**src/rtl/calc_pkg.sv**
```systemverilog
// Shared types for the calculator operation sequencer.
// The op_e encoding is also the datapath mux encoding: bit 1 selects the
// multiplier result.
package calc_pkg;

  typedef enum logic [1:0] {
    OP_ADD  = 2'b00,
    OP_SUB  = 2'b01,
    OP_MULT = 2'b10,
    OP_SQR  = 2'b11
  } op_e;

  typedef enum logic [1:0] {
    IDLE  = 2'b00,
    ISSUE = 2'b01,
    WAIT  = 2'b10,
    LOAD  = 2'b11
  } seq_state_e;

  // Operations that go through the multiplier handshake.
  function automatic logic op_uses_mult(input op_e op);
    return op[1];
  endfunction

  // Fixed priority add > sub > mult > sqr.
  // Request vector bit order: [0]=add [1]=sub [2]=mult [3]=sqr.
  function automatic op_e op_priority(input logic [3:0] req);
    op_e op;
    if (req[0]) begin
      op = OP_ADD;
    end else if (req[1]) begin
      op = OP_SUB;
    end else if (req[2]) begin
      op = OP_MULT;
    end else begin
      op = OP_SQR;
    end
    return op;
  endfunction

  // True when more than one request bit is set in the same cycle.
  function automatic logic op_multi_req(input logic [3:0] req);
    return |(req & (req - 4'd1));
  endfunction

endpackage

```
**src/rtl/calc_op_sequencer_if.sv**
```systemverilog
// Button / datapath-control bundle of the calculator operation sequencer.
// master: the sequencer itself. slave: the board / datapath side.
interface calc_op_sequencer_if;

  logic       btn_add;
  logic       btn_sub;
  logic       btn_mult;
  logic       btn_sqr;
  logic       btn_sgd;
  logic       mult_done;
  logic [1:0] sel;
  logic       enter;
  logic       add_sub;
  logic       sgd;
  logic       load;
  logic       busy;
  logic       timeout;
  logic       overflow;

  modport master (
    input  btn_add, btn_sub, btn_mult, btn_sqr, btn_sgd, mult_done,
    output sel, enter, add_sub, sgd, load, busy, timeout, overflow
  );

  modport slave (
    output btn_add, btn_sub, btn_mult, btn_sqr, btn_sgd, mult_done,
    input  sel, enter, add_sub, sgd, load, busy, timeout, overflow
  );

endinterface

```
**src/rtl/btn_conditioner.sv**
```systemverilog
// Raw button conditioning: 2-flop synchronizer, optional debounce, and a
// rising-edge detector producing a one-cycle request pulse.
// Optional feature macro: OPSEQ_DEBOUNCE_EN (debounce filter stage).
module btn_conditioner #(
  parameter int DEBOUNCE_CYCLES = 250000
) (
  input  logic clk,
  input  logic rst_n,
  input  logic i_btn,
  output logic o_pulse
);

  logic r_sync1;
  logic r_sync2;
  logic r_prev;
  logic w_level;

  // Bring the asynchronous button into the clock domain.
  always_ff @(posedge clk or negedge rst_n) begin
    if (!rst_n) begin
      r_sync1 <= 1'b0;
      r_sync2 <= 1'b0;
    end else begin
      r_sync1 <= i_btn;
      r_sync2 <= r_sync1;
    end
  end

`ifdef OPSEQ_DEBOUNCE_EN
  localparam int DB_W = $clog2(DEBOUNCE_CYCLES + 1);

  logic [DB_W-1:0] r_db_cnt;
  logic            r_db_level;

  // Accept a new level only after it has been stable for DEBOUNCE_CYCLES cycles.
  always_ff @(posedge clk or negedge rst_n) begin
    if (!rst_n) begin
      r_db_cnt   <= '0;
      r_db_level <= 1'b0;
    end else if (r_sync2 == r_db_level) begin
      r_db_cnt   <= '0;
      r_db_level <= r_db_level;
    end else if (r_db_cnt == DB_W'(DEBOUNCE_CYCLES - 1)) begin
      r_db_cnt   <= '0;
      r_db_level <= r_sync2;
    end else begin
      r_db_cnt   <= r_db_cnt + DB_W'(1);
      r_db_level <= r_db_level;
    end
  end

  assign w_level = r_db_level;
`else
  // Debounce disabled: the parameter is intentionally left unused.
  logic w_unused_db;
  assign w_unused_db = (DEBOUNCE_CYCLES > 0);
  assign w_level     = r_sync2;
`endif

  // Remember the previous level for rising-edge detection.
  always_ff @(posedge clk or negedge rst_n) begin
    if (!rst_n) begin
      r_prev <= 1'b0;
    end else begin
      r_prev <= w_level;
    end
  end

  assign o_pulse = w_level & ~r_prev;

endmodule

```
**src/rtl/calc_op_sequencer.sv**
```systemverilog
// Calculator operation sequencer: conditions the front-panel buttons,
// arbitrates one operation at a time (with a one-deep pending slot), drives
// the datapath select/start/mode lines and strobes the result load.
// Optional feature macro: OPSEQ_DEBOUNCE_EN (enables the debounce stage
// inside each btn_conditioner; DEBOUNCE_CYCLES is only used then).
module calc_op_sequencer
  import calc_pkg::*;
#(
  parameter int TIMEOUT_CYCLES  = 64,
  parameter int DEBOUNCE_CYCLES = 250000
) (
  input logic                 clk,
  input logic                 rst_n,
  calc_op_sequencer_if.master bus
);

  localparam int CNT_W = (TIMEOUT_CYCLES > 1) ? $clog2(TIMEOUT_CYCLES) : 1;

  // Conditioned request pulses.
  logic       w_req_add;
  logic       w_req_sub;
  logic       w_req_mult;
  logic       w_req_sqr;
  logic       w_req_sgd;
  logic [3:0] w_req_ops;
  logic       w_new_req;
  op_e        w_new_op;

  // State and registered outputs.
  seq_state_e       r_state;
  op_e              r_sel;
  logic             r_add_sub;
  logic             r_enter;
  logic             r_load;
  logic             r_busy;
  logic             r_sgd;
  logic             r_ovf;
  logic             r_pend_valid;
  op_e              r_pend_op;
  logic [CNT_W-1:0] r_cnt;

  // Next-state values.
  seq_state_e       w_state_nxt;
  op_e              w_sel_nxt;
  logic             w_sgd_nxt;
  logic             w_ovf_nxt;
  logic             w_pend_valid_nxt;
  op_e              w_pend_op_nxt;
  logic [CNT_W-1:0] w_cnt_nxt;
  logic             w_timeout;
  logic             w_take_pend;
  logic             w_new_direct;

  btn_conditioner #(.DEBOUNCE_CYCLES(DEBOUNCE_CYCLES)) u_cond_add (
    .clk(clk), .rst_n(rst_n), .i_btn(bus.btn_add), .o_pulse(w_req_add));
  btn_conditioner #(.DEBOUNCE_CYCLES(DEBOUNCE_CYCLES)) u_cond_sub (
    .clk(clk), .rst_n(rst_n), .i_btn(bus.btn_sub), .o_pulse(w_req_sub));
  btn_conditioner #(.DEBOUNCE_CYCLES(DEBOUNCE_CYCLES)) u_cond_mult (
    .clk(clk), .rst_n(rst_n), .i_btn(bus.btn_mult), .o_pulse(w_req_mult));
  btn_conditioner #(.DEBOUNCE_CYCLES(DEBOUNCE_CYCLES)) u_cond_sqr (
    .clk(clk), .rst_n(rst_n), .i_btn(bus.btn_sqr), .o_pulse(w_req_sqr));
  btn_conditioner #(.DEBOUNCE_CYCLES(DEBOUNCE_CYCLES)) u_cond_sgd (
    .clk(clk), .rst_n(rst_n), .i_btn(bus.btn_sgd), .o_pulse(w_req_sgd));

  assign w_req_ops = {w_req_sqr, w_req_mult, w_req_sub, w_req_add};
  assign w_new_req = |w_req_ops;
  assign w_new_op  = op_priority(w_req_ops);

  // Next-state, pending-slot, sign-toggle and drop decisions.
  always_comb begin
    w_state_nxt      = r_state;
    w_sel_nxt        = r_sel;
    w_sgd_nxt        = r_sgd;
    w_ovf_nxt        = op_multi_req(w_req_ops);
    w_pend_valid_nxt = r_pend_valid;
    w_pend_op_nxt    = r_pend_op;
    w_cnt_nxt        = r_cnt;
    w_timeout        = 1'b0;
    w_take_pend      = 1'b0;
    w_new_direct     = 1'b0;

    case (r_state)
      IDLE: begin
        // A waiting pending op goes first; a new pulse then falls into pending.
        if (r_pend_valid) begin
          w_state_nxt = ISSUE;
          w_sel_nxt   = r_pend_op;
          w_take_pend = 1'b1;
        end else if (w_new_req) begin
          w_state_nxt  = ISSUE;
          w_sel_nxt    = w_new_op;
          w_new_direct = 1'b1;
        end else begin
          w_state_nxt = IDLE;
        end
      end
      ISSUE: begin
        if (op_uses_mult(r_sel)) begin
          w_state_nxt = WAIT;
          w_cnt_nxt   = '0;
        end else begin
          w_state_nxt = LOAD;
        end
      end
      WAIT: begin
        if (bus.mult_done) begin
          w_state_nxt = LOAD;
        end else if (r_cnt == CNT_W'(TIMEOUT_CYCLES - 1)) begin
          w_state_nxt = IDLE;
          w_timeout   = 1'b1;
        end else begin
          w_cnt_nxt = r_cnt + CNT_W'(1);
        end
      end
      LOAD: begin
        if (r_pend_valid) begin
          w_state_nxt = ISSUE;
          w_sel_nxt   = r_pend_op;
          w_take_pend = 1'b1;
        end else begin
          w_state_nxt = IDLE;
        end
      end
      default: begin
        w_state_nxt = IDLE;
      end
    endcase

    if (w_take_pend) begin
      w_pend_valid_nxt = 1'b0;
    end else begin
      w_pend_valid_nxt = r_pend_valid;
    end

    // A request not launched directly goes to pending if the slot is (or is
    // becoming) free, otherwise it is dropped.
    if (w_new_req && !w_new_direct) begin
      if (!r_pend_valid || w_take_pend) begin
        w_pend_valid_nxt = 1'b1;
        w_pend_op_nxt    = w_new_op;
      end else begin
        w_ovf_nxt = 1'b1;
      end
    end else begin
      w_pend_op_nxt = r_pend_op;
    end

    // Sign toggles only when idle; otherwise the press is dropped.
    if (w_req_sgd) begin
      if (r_state == IDLE) begin
        w_sgd_nxt = ~r_sgd;
      end else begin
        w_ovf_nxt = 1'b1;
      end
    end else begin
      w_sgd_nxt = r_sgd;
    end
  end

  // State, pending slot, timeout counter and registered outputs.
  always_ff @(posedge clk or negedge rst_n) begin
    if (!rst_n) begin
      r_state      <= IDLE;
      r_sel        <= OP_ADD;
      r_add_sub    <= 1'b0;
      r_enter      <= 1'b0;
      r_load       <= 1'b0;
      r_busy       <= 1'b0;
      r_sgd        <= 1'b0;
      r_ovf        <= 1'b0;
      r_pend_valid <= 1'b0;
      r_pend_op    <= OP_ADD;
      r_cnt        <= '0;
    end else begin
      r_state      <= w_state_nxt;
      r_sel        <= w_sel_nxt;
      r_add_sub    <= (w_sel_nxt == OP_SUB);
      r_enter      <= (w_state_nxt == ISSUE);
      r_load       <= (w_state_nxt == LOAD);
      r_busy       <= (w_state_nxt != IDLE);
      r_sgd        <= w_sgd_nxt;
      r_ovf        <= w_ovf_nxt;
      r_pend_valid <= w_pend_valid_nxt;
      r_pend_op    <= w_pend_op_nxt;
      r_cnt        <= w_cnt_nxt;
    end
  end

  assign bus.sel      = r_sel;
  assign bus.add_sub  = r_add_sub;
  assign bus.enter    = r_enter;
  assign bus.load     = r_load;
  assign bus.busy     = r_busy;
  assign bus.sgd      = r_sgd;
  assign bus.overflow = r_ovf;
  // Timeout marks the last WAIT cycle itself, so it is decoded from state,
  // counter and the same-cycle mult_done rather than registered.
  assign bus.timeout  = w_timeout;

endmodule

```
**src/flat_wrapper.sv**
```systemverilog
// flat-port wrapper written by rule: the top's interface ports become plain ports
module calc_op_sequencer_flat import calc_pkg::*;
#(
  parameter int TIMEOUT_CYCLES  = 64,
  parameter int DEBOUNCE_CYCLES = 250000
)
  (clk, rst_n, bus_btn_add, bus_btn_sub, bus_btn_mult, bus_btn_sqr, bus_btn_sgd, bus_mult_done, bus_sel, bus_enter, bus_add_sub, bus_sgd, bus_load, bus_busy, bus_timeout, bus_overflow);
  calc_op_sequencer_if bus_i ();
  input logic clk;
  input logic rst_n;
  input wire logic [$bits(bus_i.btn_add)-1:0] bus_btn_add;
  input wire logic [$bits(bus_i.btn_sub)-1:0] bus_btn_sub;
  input wire logic [$bits(bus_i.btn_mult)-1:0] bus_btn_mult;
  input wire logic [$bits(bus_i.btn_sqr)-1:0] bus_btn_sqr;
  input wire logic [$bits(bus_i.btn_sgd)-1:0] bus_btn_sgd;
  input wire logic [$bits(bus_i.mult_done)-1:0] bus_mult_done;
  output wire logic [$bits(bus_i.sel)-1:0] bus_sel;
  output wire logic [$bits(bus_i.enter)-1:0] bus_enter;
  output wire logic [$bits(bus_i.add_sub)-1:0] bus_add_sub;
  output wire logic [$bits(bus_i.sgd)-1:0] bus_sgd;
  output wire logic [$bits(bus_i.load)-1:0] bus_load;
  output wire logic [$bits(bus_i.busy)-1:0] bus_busy;
  output wire logic [$bits(bus_i.timeout)-1:0] bus_timeout;
  output wire logic [$bits(bus_i.overflow)-1:0] bus_overflow;
  assign bus_i.btn_add = bus_btn_add;
  assign bus_i.btn_sub = bus_btn_sub;
  assign bus_i.btn_mult = bus_btn_mult;
  assign bus_i.btn_sqr = bus_btn_sqr;
  assign bus_i.btn_sgd = bus_btn_sgd;
  assign bus_i.mult_done = bus_mult_done;
  assign bus_sel = bus_i.sel;
  assign bus_enter = bus_i.enter;
  assign bus_add_sub = bus_i.add_sub;
  assign bus_sgd = bus_i.sgd;
  assign bus_load = bus_i.load;
  assign bus_busy = bus_i.busy;
  assign bus_timeout = bus_i.timeout;
  assign bus_overflow = bus_i.overflow;
  calc_op_sequencer #(.TIMEOUT_CYCLES(TIMEOUT_CYCLES), .DEBOUNCE_CYCLES(DEBOUNCE_CYCLES)) u_core (.clk(clk), .rst_n(rst_n), .bus(bus_i));
endmodule
```
**config.mk**
```make
export PLATFORM = sky130hd
export DESIGN_NAME = calc_op_sequencer_flat
export DESIGN_NICKNAME = d
export VERILOG_FILES = /design/src/rtl/calc_pkg.sv /design/src/rtl/calc_op_sequencer_if.sv /design/src/rtl/btn_conditioner.sv /design/src/rtl/calc_op_sequencer.sv /design/src/flat_wrapper.sv
export SDC_FILE = /design/constraint.sdc
export NUM_CORES = 1
export LEC_CHECK = 0
export ABC_AREA = 1
export CAP_MARGIN = 20
export CORE_MARGIN = 2
export CORE_UTILIZATION = 31
export DETAILED_ROUTE_END_ITERATION = 8
export GPL_ROUTABILITY_DRIVEN = 0
export PLACE_DENSITY_LB_ADDON = 0.1
export SYNTH_ARGS = -nofsm -noshare
export SYNTH_HDL_FRONTEND = slang
export SYNTH_SLANG_ARGS = --single-unit
```
**constraint.sdc**
```tcl
create_clock -name clk -period 1.8 [get_ports clk]
set_clock_uncertainty 0.2 [all_clocks]
set_input_delay 0.36 -clock clk [delete_from_list [all_inputs] [get_ports clk]]
set_output_delay 0.36 -clock clk [all_outputs]
set_load 0.01 [all_outputs]
```
==> results of run 1 <==
power groups by stage:
| stage | sequential [mW] | clock (mW) | combinational [mW] |
|---|---|---|---|
| floorplan | 1.07 | 0 | 0.705 |
| global placement | 1.04 | 0 | 1.20 |
| detailed placement | 1.04 | 0 | 1.21 |
| CTS | 1.03 | 0.867 | 1.22 |
| global route | 1.06 | 0.902 | 1.49 |
| finish | 1.04 | 0.839 | 1.32 |
area by class of cell:
cell class	count	area share, %
sequential	34	41.6
multi-input combinational	97	28.7
timing repair buffer	35	15.4
inverter	23	4.23
clock buffer	5	3.37
clock inverter	3	3.37
tap	54	3.31
through the flow:
step | util [%] | setup slack [ns] | cell area, um^2
after floorplan | - | 0.112 | 1480
after global placement | 39.6 | -0.281 | 1840
after detailed placement | 39.6 | -0.307 | 1840
after CTS | 42.6 | -0.132 | 1990
after global routing | 43.8 | -0.216 | 2040
final | 43.8 | -0.0942 | 2040
path summary, 6_finish.rpt:
check	end	slack, ns	cells after the start
setup / recovery	bus_timeout	-0.09	6
hold / removal	u_core.u_cond_sqr.r_sync2	0.15	0
setup reg to reg	u_core.r_cnt[4]	0.11	9
hold reg to reg	u_core.u_cond_sqr.r_sync2	0.15	0
max in group asynchronous	u_core.bus.sgd	0.99	2
min in group asynchronous	u_core.r_cnt[4]	0.23	2
routing by layer:
metal  global-route usage (%)  routed length, um  part of all wire, %  vias up
li1                         -                  -                    -      571
met1                     14.2               1220                   44      526
met2                     18.3               1340                   49       25
met3                     4.56                138                  5.0        7
met4                     5.76                 52                  1.9        0
met5                        0                  0                    0        -
layout by cell type, fill, tap and decap left out, types with 2 or more instances in the layout:
cell / netlist / final
a21oi_1: 2 / 2
buf_4: 0 / 17
bufinv_16: 0 / 2
clkbuf_8: 0 / 5
clkdlybuf4s50_1: 0 / 15
dfrtp_1: 34 / 34
ha_2: 0 / 3
inv_1: 22 / 21
inv_2: 1 / 2
nand2_1: 37 / 36
nand2_2: 3 / 4
nand3_1: 6 / 6
nor2_1: 12 / 8
nor2_2: 2 / 4
nor2_4: 2 / 4
o211ai_1: 2 / 2
o21ai_0: 7 / 6
o21ai_1: 1 / 2
o22ai_1: 2 / 2
xor2_1: 2 / 2
what timing repair did:
item                                    in CTS  in global routing
buffers inserted                             0                  2
resized for setup                            7                 13
endpoints found under the setup margin       1                 12
pin swaps                                    2                  2
registers in the layout (all words and copies together) (netlist names), 2 cells and up:
register and cells:
u_core.bus.sel 2, u_core.r_cnt 6, u_core.r_pend_op 2, u_core.r_state 2
cell families (layout without fill, tap and decap cells):
logic type	after synthesis	count (layout)	synth area share [%]
fa+ha+maj	5	5	4.22
flops	34	34	57.4
simple gates	68	68	20.9
compound gates	21	21	9.46
xor+xnor	3	3	1.77
buf+inv	24	66	6.17
==> run_results.csv, run 1 <==
group,metric,value,unit
grt,grt_pass1_wl,4.73,mm
layout,final_nets,209,
worst_setup_path,max_stage_delay,0.36,ns
power,p_sw,1.09,mW
sta,final_max_slew_viol_count,0,
sta,tightest_slew,0.323,ns
die,dieWidth,73.1,um
route,wl_per_cell,11.0,um
clock_tree,numCtsBuffers,5,
logic_synthesis,synth_common_cells,"nand2_1 (37), dfrtp_1 (34), inv_1 (22)",
logic_synthesis,ys_ff_latch,34,
sta,max-slew-margin-rel,78.5,%
route,totalWireLength,2.75,mm
clock_tree,h-tree-depth,2,
route,dr.pass1.iters,4,
die,die_y,73.1,um
die,core-area,4660,um^2
grt,grt_pass1_vias,1122,
worst_setup_path,cp_cell_sequence,"ha_2 -> nand2_2 -> nor2_4 -> nand2_2 -> nor3_2 -> buf_2",
sta,finalHoldViolations,0,
grt,antenna_found_initial,0,
status,status,"complete, but fails checks",
grt,grt_usage,11.8,%
layout,multiInputGateArea,587,um^2
sta,layout_setup_ws,-0.0942,ns
worst_setup_path,rr_startpoint,"u_core.r_cnt[1]",
route,post_drt_via_cell_ratio,4.50,
worst_hold_path,hold_start,"u_core.u_cond_sqr.r_sync1",
power,p_per_area,1560,nW/um^2
flow_run,cap_violations,0,
placed_design,dp_cells,241,
sta,fin_worst_hold_slack,0.153,ns
route,drt_iter0_drc,35,
die,initial_core_util,31.8,%
worst_setup_path,critPathLaunchType,"flop",
sta,setup_viol,1,
logic_synthesis,avgSynthCellArea,9.56,um^2
die,die-area,5350,um^2
power,total_power,3.20,mW
logic_synthesis,mappedNetlistNets,168,
logic_synthesis,yosysUniqueCellTypes,30,
status,violations,"setup timing",
worst_setup_path,slowest_stage,"dfrtp_1",
power,p_int,2.10,mW
power,clockPowerShare,26.3,%
layout,nFillCells,466,
logic_synthesis,synth_top_cell_area_share,57.4,%
logic_synthesis,synth-seq-area-share,57.4,%
clock_tree,hold_buffers,0,
sta,fin_setup_tns,-0.0942,ns
clock_tree,root_buffer,"clkbuf_8",
layout,drive_gt1_share,26.4,%
die,num_rows,25,
placed_design,numPortBuffers,16,
clock_tree,insertion_delay,0.29,ns
sta,finalCriticalPeriod,1.89,ns
route,drc,0,
worst_setup_path,path_buf_inv,1,
worst_setup_path,critPathRequiredTime,1.24,ns
grt,grt_remaining_overflow,0,
logic_synthesis,async_flop_share,100,%
layout,seq_area,851,um^2
power,peakVddDrop,0.546,mV
worst_setup_path,worst_setup_path_end_kind,"primary output",
worst_setup_path,crit_top_cell,"nand2_2",
power,p_leak,0.984,nW
layout,diodes,0,
clock_tree,clkSlewWorstSetupHoldPaths,0.07,ns
clock_tree,tritoncts,"built",
logic_synthesis,synth.most_common_cell,"nand2_1",
logic_synthesis,syn-cell-area,1480,um^2
sta,finalCritPeriodShare,105,%
grt,grt_max_degree,35,
clock_tree,cts_max_path_buffers,2,
sta,fmax,528,MHz
logic_synthesis,yosys_warnings,0,
worst_hold_path,hold_path.class,"flop to flop",
placed_design,dp_hpwl,1.95,mm
die,io_pins,17,
logic_synthesis,synth_largest_area_cell,"dfrtp_1",
power,swShare,34.2,%
logic_synthesis,syn_inst,155,
worst_setup_path,arrival,1.33,ns
worst_setup_path,cp_top_family,"flip-flops",
logic_synthesis,synth_area_leaders,"dfrtp_1 (57%), nand2_1 (9.4%), inv_1 (5.6%)",
layout,final_cells,251,
worst_setup_path,setup.worst_path.start,"u_core.r_cnt[1]",
worst_setup_path,path_max_fanout,2,
layout,synthToLayoutAreaGrowth,37.9,%
route,vias,1129,
sta,rsz0062_at_grt,"true",
worst_setup_path,worst-setup-path-type,"flop to primary output",
logic_synthesis,ys.flop_type,"dfrtp_1",
power,pwr-share-comb,41.3,%
clock_tree,clock-sinks,34,
logic_synthesis,synth_edf_count,0,
route,antenna_left,0,
power,seqPwrFrac,32.4,%
No activity file was read; power rests on OpenSTA's default activity.
==> run 2, diff against run 1 <==
- CORE_MARGIN: 2 -> not set
- CORE_UTILIZATION: 31 -> 25
==> run_results.csv, run 2 (synthesis results as in run 1) <==
group,metric,value,unit
layout,fin_area,2120,um^2
clock_tree,clock-sinks,34,
worst_setup_path,r2r_cells,10,
sta,fin_worst_hold_slack,0.152,ns
sta,setup_viol,1,
worst_setup_path,slowest_stage,"dfrtp_1",
die,initial_core_util,26.4,%
layout,final_nets,212,
sta,finalCritPeriodShare,103,%
layout,nFillCells,591,
route,wl_per_cell,10.3,um
die,num_rows,27,
sta,final_max_slew_viol_count,0,
die,die_y,79.0,um
grt,grt_max_degree,35,
worst_setup_path,crit_top_cell,"nand2_2",
layout,synthToLayoutAreaGrowth,43.3,%
worst_setup_path,max_stage_delay,0.36,ns
grt,grt_pass1_vias,1099,
status,violations,"setup timing",
layout,drive_gt1_share,29.5,%
route,post_drt_via_cell_ratio,4.15,
grt,grt_pass1_wl,4.94,mm
placed_design,placed_area,1870,um^2
clock_tree,root_buffer,"clkbuf_8",
route,vias,1128,
clock_tree,numCtsBuffers,5,
worst_hold_path,hold_path.class,"flop to flop",
power,p_per_area,1530,nW/um^2
worst_setup_path,worst-setup-path-type,"flop to primary output",
grt,grt_usage,10.4,%
die,core-area,5610,um^2
clock_tree,cts_max_path_buffers,2,
sta,layout_setup_ws,-0.0473,ns
worst_hold_path,holdPathStages,0,
layout,final_cell_mix,"nand2_1 (34), dfrtp_1 (34), inv_1 (20), buf_4 (20), clkdlybuf4s50_1 (14)",
sta,max-slew-margin-rel,75.9,%
clock_tree,clkSlewWorstSetupHoldPaths,0.07,ns
sta,tightest_slew,0.358,ns
clock_tree,insertion_delay,0.28,ns
die,die-area,6240,um^2
power,peakVddDrop,0.545,mV
route,drc,0,
placed_design,dp_hpwl,1.99,mm
worst_hold_path,hold_start,"u_core.u_cond_mult.r_sync1",
clock_tree,h-tree-depth,2,
clock_tree,tritoncts,"built",
layout,diodes,0,
sta,finalCriticalPeriod,1.85,ns
worst_setup_path,cp_cell_sequence,"ha_2 -> nand2_2 -> nor2_4 -> nand2_2 -> nor3_2 -> buf_2",
sta,finalHoldViolations,0,
worst_setup_path,critPathLaunchType,"flop",
die,dieWidth,79.0,um
grt,antenna_found_initial,0,
worst_setup_path,critPathRequiredTime,1.24,ns
sta,fmax,541,MHz
worst_setup_path,cp_top_family,"flip-flops",
layout,largest_reg_flops,6,
sta,rsz0062_at_grt,"true",
route,antenna_left,0,
route,totalWireLength,2.80,mm
worst_setup_path,rr_startpoint,"u_core.r_cnt[0]",
worst_setup_path,crit_cells,6,
die,io_pins,17,
layout,largest_register,"u_core.r_cnt",
power,p_leak,1.01,nW
worst_setup_path,arrival,1.29,ns
status,status,"complete, but fails checks",
flow_run,cap_violations,0,
worst_setup_path,path_buf_inv,1,
worst_setup_path,worst_setup_path_end_kind,"primary output",
worst_setup_path,path_max_fanout,2,
route,dr.pass1.iters,4,
route,drt_iter0_drc,31,
placed_design,numPortBuffers,16,
worst_setup_path,setup.worst_path.start,"u_core.r_cnt[0]",
grt,grt_remaining_overflow,0,
[run 2: worst paths after layout]
path	end	slack, ns
max in group asynchronous	u_core.r_pend_op[0]	0.98
worst min-delay path	u_core.u_cond_mult.r_sync2	0.15
worst max register to register	u_core.r_cnt[3]	0.06
worst min register to register	u_core.u_cond_mult.r_sync2	0.15
worst max-delay path	bus_timeout	-0.05
min in group asynchronous	u_core.r_cnt[3]	0.24
[run 2: power breakdown]
part / internal [mW] / switching (mW)
clock: 0.555 / 0.279
sequential: 0.937 / 0.0902
combinational: 0.652 / 0.743
total: 2.14 / 1.11
[run 2: layer usage]
layer / wire [um] / up-vias / GRT usage [%]
li1: - / 578 / -
met1: 1310 / 527 / 13.1
met2: 1350 / 21 / 16.4
met3: 124 / 2 / 3.68
met4: 15 / 0 / 3.82
met5: 0 / - / 0
[run 2: stage by stage]
stage	setup slack, ns	total power [mW]	TNS [ns]	util, %	instances
after floorplan	0.112	1.77	0	-	155
after global placement	-0.274	2.25	-0.357	33.3	259
after detailed placement	-0.290	2.26	-0.462	33.3	259
after CTS	-0.0871	3.14	-0.0871	36.2	269
after global routing	-0.110	3.52	-0.123	37.9	272
final	-0.0473	3.26	-0.0473	37.9	272
[run 2: final cells by class]
| cell class | instances | area, um^2 | area share (%) |
|---|---|---|---|
| flip-flops and latches | 34 | 851 | 40.1 |
| multi-input cells | 97 | 619 | 29.2 |
| repair buffers | 38 | 339 | 16.0 |
| well taps | 72 | 90.1 | 4.24 |
| inverters | 23 | 86.3 | 4.07 |
| clock buffers | 5 | 68.8 | 3.24 |
| clock inverters | 3 | 68.8 | 3.24 |
[run 2: repair_timing]
| item | 4_1_cts | 5_1_grt |
|---|---|---|
| setup buffers | 2 | 4 |
| gates resized for setup | 8 | 20 |
| pin swaps | 3 | 9 |
| hold buffers | 0 | 0 |
| setup endpoints to repair | 1 | 15 |
